### src/rtl/dic_ctrl_if.sv
// dic_ctrl_if: command, keypad and load-pulse bundle between the keypad front end and dic_ctrl.
interface dic_ctrl_if;
  logic cmd_run, cmd_stop, cmd_load, cmd_alarm, cmd_abort, cmd_ack, cmd_next;
  logic key_strb;
  logic [3:0] key_digit;
  logic i_oneSecStrb, alarm_triggered;
  logic ldMtens, ldMones, ldStens, ldSones;
  logic aMtens, aMones, aStens, aSones;
  logic [3:0] ld_num;
  logic dicRun, alarm_ena, dicSelectLEDdisp, err_digit;
  modport master (
    output cmd_run, cmd_stop, cmd_load, cmd_alarm, cmd_abort, cmd_ack, cmd_next,
           key_strb, key_digit, i_oneSecStrb, alarm_triggered,
    input  ldMtens, ldMones, ldStens, ldSones, aMtens, aMones, aStens, aSones,
           ld_num, dicRun, alarm_ena, dicSelectLEDdisp, err_digit
  );
  modport slave (
    input  cmd_run, cmd_stop, cmd_load, cmd_alarm, cmd_abort, cmd_ack, cmd_next,
           key_strb, key_digit, i_oneSecStrb, alarm_triggered,
    output ldMtens, ldMones, ldStens, ldSones, aMtens, aMones, aStens, aSones,
           ld_num, dicRun, alarm_ena, dicSelectLEDdisp, err_digit
  );
endinterface

### src/rtl/dic_ctrl.sv
// dic_ctrl: digital-clock control FSM for run/stop, time and alarm digit entry, and alarm auto-disarm.
module dic_ctrl (
  input logic clk,
  input logic rst,
  dic_ctrl_if.slave bus
);
  localparam logic [3:0] STOP  = 4'd0;
  localparam logic [3:0] RUN   = 4'd1;
  localparam logic [3:0] LT_MT = 4'd2;
  localparam logic [3:0] LT_MO = 4'd3;
  localparam logic [3:0] LT_ST = 4'd4;
  localparam logic [3:0] LT_SO = 4'd5;
  localparam logic [3:0] LA_MT = 4'd6;
  localparam logic [3:0] LA_MO = 4'd7;
  localparam logic [3:0] LA_ST = 4'd8;
  localparam logic [3:0] LA_SO = 4'd9;
  logic [3:0] state, stateN, home;
  logic [4:0] cnt;
  logic [1:0] idx;
  logic retRun, retRunN, inLt, inLa, inLoad, idle, abortC, loadC, alarmC;
  logic legal, keyOk, keyBad, lastDig, laDone, inc, hit, alarmEnaN, dicRunN;
  always_comb begin
    inLt = state >= LT_MT && state <= LT_SO;
    inLa = state >= LA_MT && state <= LA_SO;
    inLoad = inLt | inLa;
    idle = state == STOP || state == RUN;
    abortC = bus.cmd_abort & inLoad;
    loadC = bus.cmd_load & idle;
    alarmC = bus.cmd_alarm & idle & ~bus.cmd_load;
    idx = inLt ? 2'(state - LT_MT) : 2'(state - LA_MT);
    legal = bus.key_digit <= (idx[0] ? 4'd9 : 4'd5);
    keyOk = bus.key_strb & inLoad & ~abortC & legal;
    keyBad = bus.key_strb & inLoad & ~abortC & ~legal;
    lastDig = idx == 2'd3;
    laDone = keyOk & inLa & lastDig;
    home = retRun ? RUN : STOP;
    stateN = abortC ? (inLa ? home : STOP) :
             loadC ? LT_MT :
             alarmC ? LA_MT :
             keyOk ? (lastDig ? (inLa ? home : STOP) : state + 4'd1) :
             (state == STOP && bus.cmd_run) ? RUN :
             (state == RUN && bus.cmd_stop) ? STOP : state;
    retRunN = alarmC ? state == RUN : retRun;
    dicRunN = stateN == RUN || (stateN >= LA_MT && retRunN);
    inc = bus.alarm_ena & bus.alarm_triggered & bus.i_oneSecStrb;
    hit = inc && cnt == 5'd29;
    // completion re-arms even if ack or the timeout land in the same cycle
    alarmEnaN = laDone | (bus.alarm_ena & ~bus.cmd_ack & ~hit);
  end
  always_ff @(posedge clk) begin
    if (rst) begin
      state <= STOP;
      retRun <= 1'b0;
      cnt <= 5'd0;
      bus.dicRun <= 1'b0;
      bus.alarm_ena <= 1'b0;
      bus.ld_num <= 4'd0;
      {bus.ldMtens, bus.ldMones, bus.ldStens, bus.ldSones} <= 4'd0;
      {bus.aMtens, bus.aMones, bus.aStens, bus.aSones} <= 4'd0;
      bus.dicSelectLEDdisp <= 1'b0;
      bus.err_digit <= 1'b0;
    end else begin
      state <= stateN;
      retRun <= retRunN;
      cnt <= (bus.alarm_ena & alarmEnaN & ~hit) ? cnt + 5'(inc) : 5'd0;
      bus.dicRun <= dicRunN;
      bus.alarm_ena <= alarmEnaN;
      bus.ld_num <= keyOk ? bus.key_digit : 4'd0;
      bus.ldMtens <= keyOk & inLt & idx == 2'd0;
      bus.ldMones <= keyOk & inLt & idx == 2'd1;
      bus.ldStens <= keyOk & inLt & idx == 2'd2;
      bus.ldSones <= keyOk & inLt & idx == 2'd3;
      bus.aMtens <= keyOk & inLa & idx == 2'd0;
      bus.aMones <= keyOk & inLa & idx == 2'd1;
      bus.aStens <= keyOk & inLa & idx == 2'd2;
      bus.aSones <= keyOk & inLa & idx == 2'd3;
      bus.dicSelectLEDdisp <= bus.cmd_next;
      bus.err_digit <= keyBad;
    end
  end
endmodule

### src/flat_wrapper.sv
// flat-port wrapper written by rule: the top's interface ports become plain ports
module dic_ctrl_flat 
  (clk, rst, bus_cmd_run, bus_cmd_stop, bus_cmd_load, bus_cmd_alarm, bus_cmd_abort, bus_cmd_ack, bus_cmd_next, bus_key_strb, bus_key_digit, bus_i_oneSecStrb, bus_alarm_triggered, bus_ldMtens, bus_ldMones, bus_ldStens, bus_ldSones, bus_aMtens, bus_aMones, bus_aStens, bus_aSones, bus_ld_num, bus_dicRun, bus_alarm_ena, bus_dicSelectLEDdisp, bus_err_digit);
  dic_ctrl_if bus_i ();
  input logic clk;
  input logic rst;
  input wire logic [$bits(bus_i.cmd_run)-1:0] bus_cmd_run;
  input wire logic [$bits(bus_i.cmd_stop)-1:0] bus_cmd_stop;
  input wire logic [$bits(bus_i.cmd_load)-1:0] bus_cmd_load;
  input wire logic [$bits(bus_i.cmd_alarm)-1:0] bus_cmd_alarm;
  input wire logic [$bits(bus_i.cmd_abort)-1:0] bus_cmd_abort;
  input wire logic [$bits(bus_i.cmd_ack)-1:0] bus_cmd_ack;
  input wire logic [$bits(bus_i.cmd_next)-1:0] bus_cmd_next;
  input wire logic [$bits(bus_i.key_strb)-1:0] bus_key_strb;
  input wire logic [$bits(bus_i.key_digit)-1:0] bus_key_digit;
  input wire logic [$bits(bus_i.i_oneSecStrb)-1:0] bus_i_oneSecStrb;
  input wire logic [$bits(bus_i.alarm_triggered)-1:0] bus_alarm_triggered;
  output wire logic [$bits(bus_i.ldMtens)-1:0] bus_ldMtens;
  output wire logic [$bits(bus_i.ldMones)-1:0] bus_ldMones;
  output wire logic [$bits(bus_i.ldStens)-1:0] bus_ldStens;
  output wire logic [$bits(bus_i.ldSones)-1:0] bus_ldSones;
  output wire logic [$bits(bus_i.aMtens)-1:0] bus_aMtens;
  output wire logic [$bits(bus_i.aMones)-1:0] bus_aMones;
  output wire logic [$bits(bus_i.aStens)-1:0] bus_aStens;
  output wire logic [$bits(bus_i.aSones)-1:0] bus_aSones;
  output wire logic [$bits(bus_i.ld_num)-1:0] bus_ld_num;
  output wire logic [$bits(bus_i.dicRun)-1:0] bus_dicRun;
  output wire logic [$bits(bus_i.alarm_ena)-1:0] bus_alarm_ena;
  output wire logic [$bits(bus_i.dicSelectLEDdisp)-1:0] bus_dicSelectLEDdisp;
  output wire logic [$bits(bus_i.err_digit)-1:0] bus_err_digit;
  assign bus_i.cmd_run = bus_cmd_run;
  assign bus_i.cmd_stop = bus_cmd_stop;
  assign bus_i.cmd_load = bus_cmd_load;
  assign bus_i.cmd_alarm = bus_cmd_alarm;
  assign bus_i.cmd_abort = bus_cmd_abort;
  assign bus_i.cmd_ack = bus_cmd_ack;
  assign bus_i.cmd_next = bus_cmd_next;
  assign bus_i.key_strb = bus_key_strb;
  assign bus_i.key_digit = bus_key_digit;
  assign bus_i.i_oneSecStrb = bus_i_oneSecStrb;
  assign bus_i.alarm_triggered = bus_alarm_triggered;
  assign bus_ldMtens = bus_i.ldMtens;
  assign bus_ldMones = bus_i.ldMones;
  assign bus_ldStens = bus_i.ldStens;
  assign bus_ldSones = bus_i.ldSones;
  assign bus_aMtens = bus_i.aMtens;
  assign bus_aMones = bus_i.aMones;
  assign bus_aStens = bus_i.aStens;
  assign bus_aSones = bus_i.aSones;
  assign bus_ld_num = bus_i.ld_num;
  assign bus_dicRun = bus_i.dicRun;
  assign bus_alarm_ena = bus_i.alarm_ena;
  assign bus_dicSelectLEDdisp = bus_i.dicSelectLEDdisp;
  assign bus_err_digit = bus_i.err_digit;
  dic_ctrl u_core (.clk(clk), .rst(rst), .bus(bus_i));
endmodule
### config.mk
export PLATFORM = sky130hd
export DESIGN_NAME = dic_ctrl_flat
export DESIGN_NICKNAME = d
export VERILOG_FILES = /design/src/rtl/dic_ctrl_if.sv /design/src/rtl/dic_ctrl.sv /design/src/flat_wrapper.sv
export SDC_FILE = /design/constraint.sdc
export NUM_CORES = 1
export LEC_CHECK = 0
export ABC_AREA = 1
export CAP_MARGIN = 0
export CORE_ASPECT_RATIO = 0.9
export CORE_MARGIN = 2
export CORE_UTILIZATION = 25
export DETAILED_ROUTE_END_ITERATION = 6
export GPL_TIMING_DRIVEN = 1
export MAX_ROUTING_LAYER = met4
export SYNTH_ARGS = -nofsm -noshare
export SYNTH_HDL_FRONTEND = slang
export SYNTH_SLANG_ARGS = --single-unit
### constraint.sdc
create_clock -name clk -period 5.2 [get_ports clk]
set_input_delay 1.04 -clock clk [delete_from_list [all_inputs] [get_ports clk]]
set_output_delay 1.04 -clock clk [all_outputs]
set_load 0.02 [all_outputs]
==> results of run 1 <==
state kept, by name, indices dropped and copies added (netlist names):
| name | cells |
|---|---|
| u_core.bus.aSones | 1 |
| u_core.bus.ldStens | 1 |
| u_core.bus.dicSelectLEDdisp | 1 |
| u_core.retRun | 1 |
| u_core.bus.ldMtens | 1 |
| u_core.bus.ldMones | 1 |
| u_core.bus.aMtens | 1 |
| u_core.bus.aMones | 1 |
| u_core.cnt | 5 |
| u_core.bus.ldSones | 1 |
| u_core.bus.aStens | 1 |
| u_core.bus.ld_num | 4 |
| u_core.state | 4 |
| u_core.bus.dicRun | 1 |
| u_core.bus.alarm_ena | 1 |
| u_core.bus.err_digit | 1 |
logic make-up after synthesis:
family | after synthesis
AOI/OAI and AO/OA | 10
xor gates and xnor gates | 4
adders and majority gates | 4
buffers and inverters | 29
DFF | 26
and+or+nand+nor | 91
power groups by stage:
stage | Combinational [mW] | Sequential (mW) | Clock [mW]
finish | 0.152 | 0.226 | 0.164
global route | 0.173 | 0.228 | 0.179
CTS | 0.154 | 0.226 | 0.171
detailed placement | 0.153 | 0.231 | 0
global placement | 0.152 | 0.231 | 0
floorplan | 0.114 | 0.227 | 0
area by class of cell:
| cell class | instances | area (um^2) |
|---|---|---|
| repair buffers | 31 | 310.3 |
| inverters | 27 | 101.3 |
| multi-input cells | 109 | 618.1 |
| flip-flops and latches | 26 | 520.5 |
| fillers | 499 | 3132 |
| clock inverters | 1 | 30.03 |
| well taps | 65 | 81.33 |
| clock buffers | 3 | 41.29 |
through the flow:
step	power, mW	setup slack, ns
floorplan	0.3409	2.798
global placement	0.3826	2.239
detailed placement	0.3835	2.183
CTS	0.5508	2.451
global route	0.5792	2.289
finish	0.5417	2.450
worst max-delay path: stages:
cell                              delay (ns)
sky130_fd_sc_hd__clkdlybuf4s50_1        0.43
sky130_fd_sc_hd__ha_1                   0.33
sky130_fd_sc_hd__nand2_1                0.07
sky130_fd_sc_hd__nand2_1                0.06
sky130_fd_sc_hd__a21oi_2                0.27
sky130_fd_sc_hd__nand3_1                0.21
sky130_fd_sc_hd__nand2_1                0.12
sky130_fd_sc_hd__nand3_1                0.07
sky130_fd_sc_hd__nand2_1                0.06
sky130_fd_sc_hd__inv_1                  0.04
sky130_fd_sc_hd__nor2_1                 0.12
sky130_fd_sc_hd__nand2_1                0.07
sky130_fd_sc_hd__nand2_1                0.06
how the worst min path moves through the flow:
stage	startpoint	endpoint	slack, ns
global placement	u_core.cnt[4]	u_core.cnt[4]	0.53
global route	u_core.retRun	u_core.state[0]	0.60
floorplan	u_core.cnt[4]	u_core.cnt[4]	0.51
CTS	u_core.cnt[4]	u_core.cnt[4]	0.56
finish	u_core.cnt[4]	u_core.cnt[4]	0.55
detailed placement	u_core.cnt[4]	u_core.cnt[4]	0.53
per-layer routing:
layer	vias to the layer above	track usage, %	part of all wire (%)
met4	0	2.339	0.67
met2	28	16.43	45
met5	-	-	0
li1	582	-	-
met1	472	12.17	49
met3	2	2.806	5.6
cell usage in the layout, fill, tap and decap left out:
master / count
sky130_fd_sc_hd__nand4_1: 4
sky130_fd_sc_hd__a21oi_1: 2
sky130_fd_sc_hd__and3_1: 1
sky130_fd_sc_hd__nor3_1: 6
sky130_fd_sc_hd__dfxtp_1: 26
sky130_fd_sc_hd__o21ai_0: 4
sky130_fd_sc_hd__nand3b_1: 1
sky130_fd_sc_hd__nand2_4: 5
sky130_fd_sc_hd__nand3_1: 12
sky130_fd_sc_hd__o31a_1: 1
sky130_fd_sc_hd__nor3_4: 1
sky130_fd_sc_hd__bufinv_16: 1
sky130_fd_sc_hd__xor2_1: 3
sky130_fd_sc_hd__or2_2: 1
sky130_fd_sc_hd__nand2_1: 32
sky130_fd_sc_hd__xnor2_1: 1
sky130_fd_sc_hd__inv_2: 4
sky130_fd_sc_hd__nor2_1: 19
sky130_fd_sc_hd__nor2_8: 1
sky130_fd_sc_hd__o211ai_1: 1
sky130_fd_sc_hd__clkdlybuf4s50_1: 31
sky130_fd_sc_hd__nor2_2: 5
sky130_fd_sc_hd__a21oi_2: 1
sky130_fd_sc_hd__nand2_2: 2
sky130_fd_sc_hd__o21ai_1: 1
sky130_fd_sc_hd__nand3_2: 1
sky130_fd_sc_hd__inv_1: 23
sky130_fd_sc_hd__ha_1: 4
sky130_fd_sc_hd__clkbuf_8: 3
==> results, run 1 <==
- The number of antenna violations at the first check in global routing was 0.
- The final cycle utilization of the critical path is 52.89%.
- The final-report setup violation count is 0.
- Counting flops with a built-in enable in the synthesized netlist gives 0.
- In this run the tightest slew margin relative to its limit is between 60% and 70%.
- The total number of H-tree levels is 1.
- The flow ran to the end, and the final reports show no timing, DRC or antenna violations.
- The number of iterations in the first detailed-routing pass is 4.
- The final antenna diode count is 0.
- Relative to the synthesized area, the layout overhead comes to 36.10%.
- The violation count after the first detailed-routing iteration is 50.
- The first global-routing pass estimated 4333 um of wire.
- The critical path in this run is classified as in2reg.
- The cell area after technology mapping is 0.001251 mm^2.
- The critical path ends at u_core.bus.dicRun.
- Counting every net in the synthesized netlist gives 184.
- The region available for standard cell placement spans 0.004835 mm^2.
- At the end of the flow the core is filled with cells to between 30% and 40%.
- The reg-to-reg setup timing slack is 3.00 ns.
- The multiplexer share of the synthesized area is 0%.
- The type of the worst min-delay path is reg2reg.
- The required time of the critical path is approximately 5.4 ns.
- Using the TritonRoute via totals, the vias-per-cell ratio works out to 4.137.
- The most critical setup path has its startpoint at bus_key_digit[3].
- In this run, flip-flops and latches consume 41.7% of the power.
- After routing the design area is roughly 0.0017 mm^2.
- The wire length per cell after detailed routing is 9.683 um.
- Combinational logic is responsible for 28.1% of the overall power.
- The final weighted congestion of routability-driven global placement is around 0.84.
- The type of origin of the critical path is an input pin.
- For the final routed database, the setup TNS stands at 0 ns.
- Of the post-synthesis cell area, the dominant cell type holds 41.60%.
- The switching power is ~0.17 mW.
- Of the total synthesized cell area, the portion taken by XOR and XNOR cells is 2.800%.
- Setup repair after global routing left no endpoint under its margin.
- The fraction of power consumed by the clock network is 30.2%.
- The count of boundary I/O pins is 32.
- The time the final worst path needs with I/O delays and setup is 2.750 ns.
- The remaining global-route overflow is 0.
- The power per cell area is 318.1 mW/mm^2.
- Static timing analysis puts the maximum clock frequency at 0.3636 GHz.
- The largest net degree at the start of global routing is 16.
- Summing all placed instances gives a cell area of 0.001632 mm^2.
- The internal portion of the total power is roughly 0.37 mW.
- Net switching is 31.79% of the power.
- The clock passes through at most 2 buffers.
- The tool flagged a number of max-cap violations equal to 0.
- The netlist uses 28 different library cells.
- The net count of the finished layout is about 220.
- The instance count along the most critical hold path is 2.
- The finished layout holds 262 standard cells, fillers aside.
- Ranked by total cell area, the synthesized netlist is headed by sky130_fd_sc_hd__dfxtp_1, sky130_fd_sc_hd__nand2_1, sky130_fd_sc_hd__inv_1.
- The clock-pin slew on the worst setup and hold paths is roughly 0.090 ns.
- Post-CTS timing repair inserted 0 buffers for setup.
- In the synthesized netlist, the number of instances is 164.
- TritonCTS built the clock tree.
- Global routing used 9.989% of the available tracks across all layers.
- The number of resized instances in the post-cts repair step is 0.
- The via count of the routed design is approximately 1.1k.
- For the worst-skew pair, the clock arrives at the later sink with an insertion delay of around 0.26 ns.
- Clock tree synthesis inserted a total of 3 buffers.
- The startpoint identified for the worst register-to-register timing path is u_core.state[0].
- The TritonCTS sink count is 26.
- The most used flip-flop cell after synthesis is sky130_fd_sc_hd__dfxtp_1.
- After floorplanning, the core was divided into 24 placement rows.
- The endpoint of the lowest-slack register-to-register path is u_core.bus.dicRun.
- By count the netlist is led by sky130_fd_sc_hd__nand2_1, sky130_fd_sc_hd__dfxtp_1, sky130_fd_sc_hd__inv_1.
- After Yosys synthesis, full adders, half adders and majority gates account for 4.000% of the synthesized area.
- The hold violation count in the final report is 0.
- The worst register-to-register path has a depth of 13.
- The maximum fanout along the worst path is 6.
- The synthesized netlist devotes 4.800% of its cell area to compound gates.
- The count of nets left with antenna violations after detail routing is 0.
- The simple-gate portion of the synthesized area is 37.80%.
- The register bit total from synthesis is 26.
- For the pin with the worst max-slew slack, the measured transition is 0.5530 ns.
- The DRC violation count after routing is 0.
- The HPWL after detailed placement is about 2100 um.
- The aggregate routed wire length is 2537 um.
- The number of hold buffers added after CTS was 0.
- The worst setup path is captured at a flop.
- The die is 78.57 um wide.
- The average cell area after synthesis is 7.629 um^2.
- The number of port buffers is 31.
- Of all cell types, the one taking the most synthesized area is sky130_fd_sc_hd__dfxtp_1.
- On the final layout, the worst hold slack is 0.5536 ns.
- The combinational family with the most area after synthesis is simple AND/OR/NAND/NOR gates.
- The most frequent cell after synthesis is sky130_fd_sc_hd__nand2_1.
- The number of global-route vias before repair is 998.
- The sequential fraction of the synthesis area is 41.60%.
- The largest voltage drop on the vdd net is 0.0001333 V.
- The starting density of the core is 25.88%.
- The root buffer cell is sky130_fd_sc_hd__clkbuf_8.
- In this run the vertical extent of the chip is 71.12 um.
- The die footprint is 0.005588 mm^2.
- The proportion of register bits with asynchronous set or reset after synthesis is 0%.
- The total of warnings raised by yosys is 0.
- On the final layout, the worst clock skew is between 0.004 and 0.005 ns.
- For the worst setup path, the data arrival time is 2.96 ns.
- The post-route netlist has between 10 and 15% of its cells at a drive strength greater than 1.
- Counting tap cells, the placed design contains a total of between 200 and 300 instances.
- The leakage power is roughly 0.80 nW.
- The number of max-slew violations in the final report is 0.
(Power assumes the default switching activity.)
==> inputs of run 2 (changes only) <==
Clock period 5.2 ns to 2.2 ns, I/O delays scaled along.
==> run 2 against run 1 <==
Against the previous run: die area unchanged; final cell count up 3.8%; sequential power up 130%; clock skew up 0.0018 ns; non-clock buffer count up 10; hold slack better by 0.013 ns; critical path depth down 2; critical path type unchanged.
==> results, run 2 (same netlist as run 1, synthesis figures left out) <==
- The completed layout was analyzed and its total power is between 1 and 1.5 mW.
- The detailed router finished its first iteration with 39 violations.
- The top cell types in the final layout, fill and taps aside, are sky130_fd_sc_hd__nand2_1, sky130_fd_sc_hd__clkdlybuf4s50_1, sky130_fd_sc_hd__dfxtp_1.
- The total clock buffers created by CTS is 3.
- Setup repair after global routing left no endpoint under its margin.
- Setup violations remaining at the end of the flow were counted as 0.
- The area inside the core boundary is 0.004835 mm^2.
- Once detail routing completed, the nets flagged for antenna violations numbered 0.
- For this run, the total global-route usage over all layers was measured as 10.38%.
- In the final layout, the registers with the most flip-flops are u_core.cnt: 5 flops, u_core.bus.ld_num: 4 flops, u_core.state: 4 flops.
- After detailed routing, the total wire length is 2611 um.
- The initialized floorplan defines 24 standard-cell rows.
- The most common cell after layout, fill and taps aside is sky130_fd_sc_hd__nand2_1.
- The number of antenna violations at the first check in global routing was 0.
- The number of buffers inserted for hold repair after clock tree synthesis is 0.
- The worst hold path passes through 2 cells.
- In this run, the clock network consumes about 29% of the power.
- The clock period could shrink to 2.033 ns.
- Among all stages on the critical path, the largest delay is contributed by sky130_fd_sc_hd__clkdlybuf4s50_1.
- The register with the most flip-flops is u_core.cnt.
- The worst reg-to-reg path cell count is 11.
- Summing all multi-input logic gate instances after layout gives between 600 and 700 um^2.
- The final standard cell area without fillers is 0.001785 mm^2.
- The worst slack on hold paths is 0.5668 ns.
- For this design the ratio of total power to cell area is approximately 750 mW/mm^2.
- The critical path starts at bus_key_digit[2].
- Of all nets on the critical path, the largest fanout is 6.
- For this block, the via count after detailed routing is approximately 1.1k.
- The worst setup path is captured at a flop.
- The fraction of power spent switching nets is 31.65%.
- Once placement finished, the instance area stood at roughly 0.0017 mm^2.
- The post-detailed-route via-to-cell ratio is 4.022.
- The worst relative slew slack is 77.18%.
- The filler cells instantiated in the layout total 512.
- The worst hold endpoint is u_core.cnt[4].
- The die width is around 79 um.
- Setup slack on the worst reg-to-reg path comes out at about 0.32 ns.
- The largest voltage drop on the vdd net is 0.0003054 V.
- The insertion delay of the later-clocked pin in the worst-skew pair is 0.27 ns.
- The hold violation count in the final report is 0.
- The number of gates resized after CTS was 0.
- The cell internal power dissipation is 0.9168 mW.
- The die footprint is around 0.0056 mm^2.
- For the pin with the worst max-slew slack, the measured transition is 0.3419 ns.
- The sequential cells in the finished layout cover a total of 520.5 um^2.
- The flip-flop count of the largest register, all copies and words added is 5.
- At the worst endpoint, the required time is 2.37 ns.
- The type of origin of the critical path is an input pin.
- The cell seen most often among critical-path stages is sky130_fd_sc_hd__nand2_1.
- The final cycle utilization of the critical path is 92.40%.
- In the final routed layout, each cell accounts on average for 9.599 um.
- The combined buffer and inverter count along the critical path is 2.
- The DRC violation count after routing is 0.
- The number of iterations in the first detailed-routing pass is 4.
- The leakage power is 0.8455 nW.
- No sink is reached through more buffers than the 2 on the longest clock path.
- The flow ran to the end, and the final reports show no timing, DRC or antenna violations.
- The number of max-slew violations in the final report was 0.
- The placed wire-length estimate is around 2100 um.
- The number of global-route vias before repair is 988.
- The maximum frequency from static timing analysis is 0.4920 GHz.
- The switching power is 0.4246 mW.
- The worst-case clock skew is 0.006842 ns.
- Summed over all layers, the global routing overflow is 0.
- The launch instance of the worst register-to-register path is u_core.state[0].
- Entering global routing, the biggest net connects 16 pins.
- The critical path class is in2reg.
- Max-cap violations in this run came to 0.
- The CTS tree is done.
- The delay contributed by the slowest stage of the critical path is 0.44 ns.
- Combinational cells account for between 30% and 40% of the total power.
- The critical path goes through clkdlybuf4s50_1 -> ha_1 -> nand3_1 -> a21oi_4 -> inv_2 -> nor2_8 -> o21ai_0 -> o211ai_1 -> nand2_1 -> nand2_1 -> nand2_1.
- The family with the most delay on the worst path is buffers and inverters.
- The die is 71.12 um tall.
- After clock tree synthesis, the clock-pin slew on the worst setup and hold paths is 0.09 ns.
- The congestion estimate from routability-driven global placement came to 0.8307.
- The starting density of the core is 25.88%.
- In this run the critical register-to-register path is captured at u_core.bus.dicRun.
- In this run the tool buffered the top-level ports with 31 buffer cells.
- The sequential fraction of design power is roughly two fifths.
- In this run the most critical hold path is launched from u_core.cnt[4].
- The number of setup buffers added after CTS is 0.
- The final antenna diode count is 0.
- The root buffer cell is sky130_fd_sc_hd__clkbuf_8.
- Including well taps, the total number of placed cells is between 200 and 300.
- The count of boundary I/O pins is 32.
- Excluding fillers, the count of instances in the completed layout stands at between 200 and 300.
- For this run, the post-layout net count is 228.
- The layout cell share with drive strength beyond 1 is 16.91%.
- The min-delay analysis places its worst path in the category reg2reg.
- The TritonCTS sink count is 26.
- The signed area change from the synthesized netlist to the final layout is 42.70%.
- In this run the number of H-tree levels came out at 1.
- The arrival time of data at the critical path endpoint is 2.20 ns.
- The first global-routing pass estimated 4457 um of wire.
-- run 2: cell type report --
type,count,area share (%)
multi-input combinational,109,35.04
sequential,26,29.15
timing repair buffer,41,21.58
inverter,27,5.676
tap,65,4.555
clock buffer,3,2.313
clock inverter,1,1.682
-- run 2: power by group through the flow --
| stage | clock (mW) | sequential (mW) | combinational, mW |
|---|---|---|---|
| after floorplan | 0 | 0.536 | 0.270 |
| after global placement | 0 | 0.537 | 0.415 |
| after detailed placement | 0 | 0.536 | 0.416 |
| after CTS | 0.402 | 0.525 | 0.418 |
| after global routing | 0.427 | 0.530 | 0.475 |
| final | 0.395 | 0.526 | 0.421 |
-- run 2: layer usage --
| metal | up-vias | part of all wire [%] | track usage [%] |
|---|---|---|---|
| met5 | - | 0 | - |
| met4 | 0 | 0.31 | 1.754 |
| met3 | 2 | 4.7 | 3.061 |
| met2 | 22 | 45 | 16.05 |
| met1 | 473 | 50 | 13.66 |
| li1 | 597 | - | - |
-- run 2: how the worst max path moves through the flow --
stage | endpoint | cells past startpoint
2_1_floorplan | u_core.cnt[0] | 12
3_3_place_gp | u_core.bus.dicRun | 14
3_5_place_dp | u_core.cnt[2] | 13
4_1_cts | u_core.cnt[3] | 13
5_1_grt | u_core.bus.dicRun | 12
6_report | u_core.bus.dicRun | 11
-- run 2: stage by stage --
stage | setup slack, ns | TNS (ns) | util, %
6_report | 0.1673 | 0 | 36.93
5_1_grt | 0.01102 | 0 | 36.93
4_1_cts | 0.1436 | 0 | 36.78
3_5_place_dp | -0.1285 | -1.264 | 35.30
3_3_place_gp | -0.1068 | -0.8951 | 35.30
2_1_floorplan | 0.3266 | 0 | -
-- run 2: tightest hold or removal path: stages (launching register included) --
cell	delay [ns]
sky130_fd_sc_hd__dfxtp_1	0.36
sky130_fd_sc_hd__xor2_1	0.09
sky130_fd_sc_hd__nor2_2	0.09
==> inputs of run 3 (changes only) <==
Settings changed: GPL_ROUTABILITY_DRIVEN set to 0.
==> results of run 3 <==
Same layout as run 2: the final DEF is identical, and so are final timing and power.
